<file path="src/rtl/spi_flash_responder.sv">
// SPI mode-0 serial NOR flash emulator: oversamples csn/sck/sdi on clk and serves
// RDID, RDSR, WREN, WRDI, READ and PP against an external byte-wide memory port.
//
// state  | meaning
// IDLE   | csn high, pins ignored
// CMD    | shifting in the opcode byte
// ADDR   | shifting in address bytes for READ / PP
// DOUT   | driving ID, status or read data on sdo_dq1
// DIN    | page-program data bytes become memory writes
// IGNORE | rest of the frame is discarded
module spi_flash_responder #(
    parameter int          ADDR_W   = 24,
    parameter logic [23:0] JEDEC_ID = 24'hEF4018
) (
    input  logic              clk,
    input  logic              rst,
    input  logic              csn,
    input  logic              sck,
    input  logic              sdi_dq0,
    output logic              sdo_dq1,
    output logic              sdo_oe,
    output logic [ADDR_W-1:0] mem_addr,
    output logic              mem_rd_en,
    input  logic [7:0]        mem_rd_data,
    output logic              mem_wr_en,
    output logic [7:0]        mem_wr_data,
    input  logic              mem_busy
);

    localparam int AB = (ADDR_W + 7) / 8;

    localparam logic [2:0] S_IDLE   = 3'd0;
    localparam logic [2:0] S_CMD    = 3'd1;
    localparam logic [2:0] S_ADDR   = 3'd2;
    localparam logic [2:0] S_DOUT   = 3'd3;
    localparam logic [2:0] S_DIN    = 3'd4;
    localparam logic [2:0] S_IGNORE = 3'd5;

    localparam logic [7:0] OP_RDID = 8'h9F;
    localparam logic [7:0] OP_RDSR = 8'h05;
    localparam logic [7:0] OP_WREN = 8'h06;
    localparam logic [7:0] OP_WRDI = 8'h04;
    localparam logic [7:0] OP_READ = 8'h03;
    localparam logic [7:0] OP_PP   = 8'h02;

    localparam logic [1:0] M_ID   = 2'd0;
    localparam logic [1:0] M_SR   = 2'd1;
    localparam logic [1:0] M_READ = 2'd2;

    logic [1:0]        r_csn_s, r_sck_s, r_sdi_s;
    logic              r_csn_q, r_sck_q;
    logic [2:0]        r_state;
    logic [2:0]        r_bit_cnt;
    logic [6:0]        r_shift_in;
    logic [7:0]        r_opcode;
    logic [3:0]        r_addr_cnt;
    logic [ADDR_W-1:0] r_addr_sh;
    logic [7:0]        r_out_sh;
    logic [1:0]        r_mode;
    logic [1:0]        r_id_idx;
    logic              r_wel;
    logic              r_load;
    logic              r_wr_done;
    logic              r_sdo, r_sdo_oe;
    logic [ADDR_W-1:0] r_mem_addr;
    logic              r_mem_rd_en, r_mem_wr_en;
    logic [7:0]        r_mem_wr_data;

    logic              w_sck_rise, w_sck_fall, w_csn_rise, w_csn_fall, w_byte_done;
    logic [7:0]        w_byte, w_status, w_id_byte;
    logic [ADDR_W-1:0] w_addr_next;

    assign w_sck_rise  = r_sck_s[1] & ~r_sck_q;
    assign w_sck_fall  = ~r_sck_s[1] & r_sck_q;
    assign w_csn_rise  = r_csn_s[1] & ~r_csn_q;
    assign w_csn_fall  = ~r_csn_s[1] & r_csn_q;
    assign w_byte      = {r_shift_in, r_sdi_s[1]};
    assign w_byte_done = w_sck_rise && (r_bit_cnt == 3'd7);
    assign w_status    = {6'b0, r_wel, mem_busy};
    assign w_id_byte   = (r_id_idx == 2'd1) ? JEDEC_ID[15:8] :
                         (r_id_idx == 2'd2) ? JEDEC_ID[7:0]  : 8'h00;
    // Excess high bits of a non-byte-multiple address fall off the top here.
    assign w_addr_next = ADDR_W'({r_addr_sh, w_byte});

    always_ff @(posedge clk) begin
        if (rst) begin
            r_csn_s       <= 2'b11;
            r_sck_s       <= 2'b00;
            r_sdi_s       <= 2'b00;
            r_csn_q       <= 1'b1;
            r_sck_q       <= 1'b0;
            r_state       <= S_IDLE;
            r_bit_cnt     <= 3'd0;
            r_shift_in    <= 7'd0;
            r_opcode      <= 8'h00;
            r_addr_cnt    <= 4'd0;
            r_addr_sh     <= '0;
            r_out_sh      <= 8'hFF;
            r_mode        <= M_ID;
            r_id_idx      <= 2'd0;
            r_wel         <= 1'b0;
            r_load        <= 1'b0;
            r_wr_done     <= 1'b0;
            r_sdo         <= 1'b1;
            r_sdo_oe      <= 1'b0;
            r_mem_addr    <= '0;
            r_mem_rd_en   <= 1'b0;
            r_mem_wr_en   <= 1'b0;
            r_mem_wr_data <= 8'h00;
        end else begin
            r_csn_s     <= {r_csn_s[0], csn};
            r_sck_s     <= {r_sck_s[0], sck};
            r_sdi_s     <= {r_sdi_s[0], sdi_dq0};
            r_csn_q     <= r_csn_s[1];
            r_sck_q     <= r_sck_s[1];
            r_mem_rd_en <= 1'b0;
            r_mem_wr_en <= 1'b0;
            r_load      <= r_mem_rd_en;
            r_wr_done   <= 1'b0;
            if (r_load)
                r_out_sh <= mem_rd_data;
            // Address advances only after the write strobe has been seen with the old address.
            if (r_wr_done)
                r_mem_addr <= r_mem_addr + ADDR_W'(1);

            if (w_csn_rise) begin
                r_state  <= S_IDLE;
                r_sdo    <= 1'b1;
                r_sdo_oe <= 1'b0;
                r_opcode <= 8'h00;
                if (r_opcode == OP_PP)
                    r_wel <= 1'b0;
            end else if (w_csn_fall) begin
                r_state   <= S_CMD;
                r_bit_cnt <= 3'd0;
                r_opcode  <= 8'h00;
            end else if (r_state != S_IDLE) begin
                if (w_sck_rise) begin
                    r_bit_cnt  <= r_bit_cnt + 3'd1;
                    r_shift_in <= w_byte[6:0];
                end
                if (w_sck_fall && r_state == S_DOUT) begin
                    r_sdo    <= r_out_sh[7];
                    r_out_sh <= {r_out_sh[6:0], 1'b1};
                end
                if (w_byte_done) begin
                    case (r_state)
                        S_CMD: begin
                            r_opcode <= w_byte;
                            case (w_byte)
                                OP_RDID: begin
                                    r_state  <= S_DOUT;
                                    r_sdo_oe <= 1'b1;
                                    r_mode   <= M_ID;
                                    r_out_sh <= JEDEC_ID[23:16];
                                    r_id_idx <= 2'd1;
                                end
                                OP_RDSR: begin
                                    r_state  <= S_DOUT;
                                    r_sdo_oe <= 1'b1;
                                    r_mode   <= M_SR;
                                    r_out_sh <= w_status;
                                end
                                OP_WREN: begin
                                    r_wel   <= 1'b1;
                                    r_state <= S_IGNORE;
                                end
                                OP_WRDI: begin
                                    r_wel   <= 1'b0;
                                    r_state <= S_IGNORE;
                                end
                                OP_READ, OP_PP: begin
                                    r_state    <= S_ADDR;
                                    r_addr_cnt <= 4'd0;
                                end
                                default: r_state <= S_IGNORE;
                            endcase
                        end
                        S_ADDR: begin
                            r_addr_sh  <= w_addr_next;
                            r_addr_cnt <= r_addr_cnt + 4'd1;
                            if (r_addr_cnt == 4'(AB - 1)) begin
                                r_mem_addr <= w_addr_next;
                                if (r_opcode == OP_READ) begin
                                    r_state     <= S_DOUT;
                                    r_sdo_oe    <= 1'b1;
                                    r_mode      <= M_READ;
                                    r_mem_rd_en <= 1'b1;
                                end else begin
                                    r_state <= S_DIN;
                                end
                            end
                        end
                        S_DOUT: begin
                            case (r_mode)
                                M_ID: begin
                                    r_out_sh <= w_id_byte;
                                    if (r_id_idx != 2'd3)
                                        r_id_idx <= r_id_idx + 2'd1;
                                end
                                M_SR: r_out_sh <= w_status;
                                default: begin
                                    r_mem_addr  <= r_mem_addr + ADDR_W'(1);
                                    r_mem_rd_en <= 1'b1;
                                end
                            endcase
                        end
                        S_DIN: begin
                            r_mem_wr_data <= w_byte;
                            r_mem_wr_en   <= r_wel;
                            r_wr_done     <= 1'b1;
                        end
                        default: ;
                    endcase
                end
            end
        end
    end

    assign sdo_dq1     = r_sdo;
    assign sdo_oe      = r_sdo_oe;
    assign mem_addr    = r_mem_addr;
    assign mem_rd_en   = r_mem_rd_en;
    assign mem_wr_en   = r_mem_wr_en;
    assign mem_wr_data = r_mem_wr_data;

endmodule

</file>
<file path="config.mk">
export PLATFORM = sky130hd
export DESIGN_NAME = spi_flash_responder
export DESIGN_NICKNAME = d
export VERILOG_FILES = /design/src/rtl/spi_flash_responder.sv
export SDC_FILE = /design/constraint.sdc
export NUM_CORES = 1
export LEC_CHECK = 0
export ABC_AREA = 1
export ABC_CLOCK_PERIOD_IN_PS = 1950
export BUFFER_PORTS_ARGS = -buffer_cell sky130_fd_sc_hd__buf_2
export CORE_AREA = 2 2 104 106
export CTS_CLUSTER_DIAMETER = 40
export CTS_CLUSTER_SIZE = 40
export DETAILED_ROUTE_END_ITERATION = 8
export DIE_AREA = 0 0 106 108
export HOLD_SLACK_MARGIN = 0.12
export PLACE_DENSITY = 0.75
export SYNTH_ARGS = -nofsm -noshare
export SYNTH_HDL_FRONTEND = slang
export SYNTH_SLANG_ARGS = --single-unit
</file>
<file path="constraint.sdc">
create_clock -name clk -period 1.95 [get_ports clk]
set_input_delay 0.0975 -clock clk [delete_from_list [all_inputs] [get_ports clk]]
set_output_delay 0.0975 -clock clk [all_outputs]
set_load 0.03 [all_outputs]
</file>
==> qor.csv <==
stage,metric,value,unit
power_and_ir_drop,max-vdd-ir-drop,453,uV
synth,ys_top_cells_by_area,"dfxtp_1 35%, nand2_1 16%, o21ai_0 8.0%",
global_routing,grtUsageTotal,0.276,
synth,synth_edf_count,0,
synth,async_flop_share,0,
placed_design,port_buffers,49,
flow_run,drv_cap,0,
setup_path,cp_max_fo,16,
timing,worst_pin_slew,458,ps
routing,drt_iter0_markers,501,
global_routing,grt_pass1_wl,25300,um
setup_path,worstSetupPathType,reg2reg,
timing,fin_skew,14.2,ps
clock_tree,htree_levels,3,
floorplanning,dieArea,11400,um2
synth,synth_top_cell_by_area,dfxtp_1,
synth,syn_nets,922,
clock_tree,clk_pin_slew,110,ps
clock_tree,numCtsBuffers,9,
setup_path,worstPathRequired,2240,ps
floorplanning,core.rowCount,37,
run_status,status,completed,
synth,synth_most_common_cell,nand2_1,
placed_design,placed_area,6280,um2
routing,wirelength,15300,um
clock_tree,post_cts_buffers,0,
floorplanning,ios,50,
timing,post-route-period-util,0.964,
timing,rsz0062_at_grt,false,
synth,synth_seq_cells,100,
routing,firstDrtPassIters,5,
floorplanning,die_h,108,um
clock_tree,cts_tree,done,
global_routing,grt_pass1_vias,5149,
power_and_ir_drop,power.leakage,2.94,nW
floorplanning,initial_core_util,0.556,
final_layout,n_antenna_cell,0,
synth,netlist_top_cells_count,"247 x nand2_1, 103 x nor2_1, 100 x dfxtp_1",
routing,viasPerCell,5.29,
final_layout,syn_to_final_growth,16.5,%
final_layout,nFillCells,1002,
synth,yosysWarnings,0,
setup_path,worstPathArrival,2170,ps
final_layout,seq_area,2000,um2
power_and_ir_drop,power.density,558,nW/um2
timing,hold_viol_final,0,
setup_path,critPathLaunchType,flip-flop,
timing,totalNegativeSetupSlack,0,ps
timing,finalSetupViolCount,0,
routing,antenna_left,0,
final_layout,final_area,6630,um2
global_routing,overflow,0,
timing,maxSlewHeadroom,0.694,
min_path,hold_path_class,in2reg,
final_layout,drive_above_1_share,0.155,
synth,synth_top_cell_area_share,0.352,
clock_tree,cts-root-buf,clkbuf_8,
timing,worst_slack,70.7,ps
global_routing,grt_antenna_before_repair,0,
timing,min_period,1880,ps
synth,synth_cells,898,
clock_tree,max-clock-path-buffers,2,
floorplanning,core_area,10200,um2
placed_design,hpwlAfterDp,11000,um
floorplanning,die_w,106,um
synth,syn_area,5690,um2
placed_design,place_inst,1095,
timing,fmax,532,MHz
timing,maxSlewViolCount,0,
final_layout,final_cells,1122,
global_routing,grt_max_degree,54,
routing,vias,5940,
routing,drc,0,
placed_design,gp_congestion,0.958,
final_layout,nets,1005,
synth,synthDistinctLibCells,41,
clock_tree,cts_sinks,100,
placed_design,place_ws,20.7,ps
clock_tree,worstSkewPairLatency,390,ps
synth,synth-main-ff-cell,dfxtp_1,
routing,wl_per_cell,13.6,um
synth,syn_avg_cell_area,6.34,um2
synth,ys_seq_area_frac,0.352,
setup_path,crit_path_end_kind,flip-flop,
final_layout,multi_input_area,3190,um2
## power by group
part           leakage, nW  internal [mW]  switching, mW
clock network       0.0973          0.613          0.827
logic                 2.03         0.0757          0.110
registers            0.809           2.06         0.0130
## through the flow
| stage | utilization | hold WS [ps] | total power, mW |
|---|---|---|---|
| global route | 0.648 | 187 | 3.81 |
| floorplan | - | 201 | 2.23 |
| CTS | 0.645 | 135 | 3.71 |
| detailed placement | 0.614 | 284 | 2.29 |
| global placement | 0.614 | 279 | 2.29 |
| finish | 0.648 | 146 | 3.70 |
## routing by layer
layer | vias up | global-route usage | share of wire | wire length (um)
li1 | 3060 | - | - | -
met1 | 2648 | 0.419 | 0.49 | 7530
met2 | 220 | 0.412 | 0.43 | 6510
met3 | 12 | 0.0416 | 0.073 | 1120
met4 | 0 | 0.0677 | 0.0094 | 144
met5 | - | 0 | 0 | 0
## cell usage in the layout, fill, tap and decap left out, types with 4 or more instances in the layout
master / netlist / routed
o21ai_0: 91 / 91
xor2_1: 5 / 5
nor2_2: 6 / 11
inv_1: 86 / 86
inv_6: 0 / 4
mux2i_1: 4 / 4
nand4_1: 7 / 7
nor2_1: 103 / 98
buf_2: 9 / 49
o21ai_1: 4 / 4
clkbuf_8: 0 / 9
dlygate4sd3_1: 0 / 11
ha_1: 10 / 9
dfxtp_1: 100 / 99
nand2_1: 247 / 247
or2_2: 4 / 4
a21oi_2: 1 / 5
nand3_1: 67 / 67
inv_2: 11 / 10
a21oi_1: 87 / 83
buf_4: 2 / 42
## path summary, 6_finish.rpt
check                           cells after the start      startpoint  slack [ps]           end
worst max-delay path                               13      r_csn_s[1]          70  mem_addr[15]
worst min-delay path                                5  mem_rd_data[3]         150   r_out_sh[3]
worst max register to register                     13      r_csn_s[1]          70  mem_addr[15]
worst min register to register                      2      r_sck_s[0]         410    r_sck_s[1]
## worst max-delay path: stages (launching register included)
cell and delay, ps:
dfxtp_1 360, inv_1 60, ha_1 220, nor2_2 150
nand2_2 110, nor2_8 160, nand2_4 70, buf_4 200
a21oi_1 180, nand2_1 80, inv_1 60, nand2_1 40
inv_1 50, nor2_1 30
## registers in the layout, indices dropped and copies added (netlist names), 3 cells and up
signal,cells
r_opcode,8
r_addr_cnt,4
r_bit_cnt,3
r_shift_in,7
mem_wr_data,8
r_state,3
mem_addr,24
r_out_sh,8
r_addr_sh,16
## cell type report
cell class | count | area share
Inverter | 98 | 0.0559
Tap cell | 136 | 0.0257
Sequential cell | 100 | 0.302
Clock buffer | 9 | 0.0187
Timing Repair Buffer | 103 | 0.104
Multi-Input combinational cell | 669 | 0.481
Clock inverter | 7 | 0.0121
## kinds of logic after synthesis
family,synth area share
AOI/OAI and AO/OA,0.178
xor gates and xnor gates,0.0123
adders and majority gates,0.0220
buffers and inverters,0.0924
DFF,0.352
muxes,0.00704
and+or+nand+nor,0.336
## repair_timing
| action | in CTS | in global routing |
|---|---|---|
| endpoints found under the hold margin | 17 | 0 |
| endpoints found under the setup margin | 2 | 18 |
| gates cloned | 0 | 0 |
| hold buffers | 11 | 0 |
| gates resized for setup | 1 | 11 |
Power figures use the tool's default switching activity.
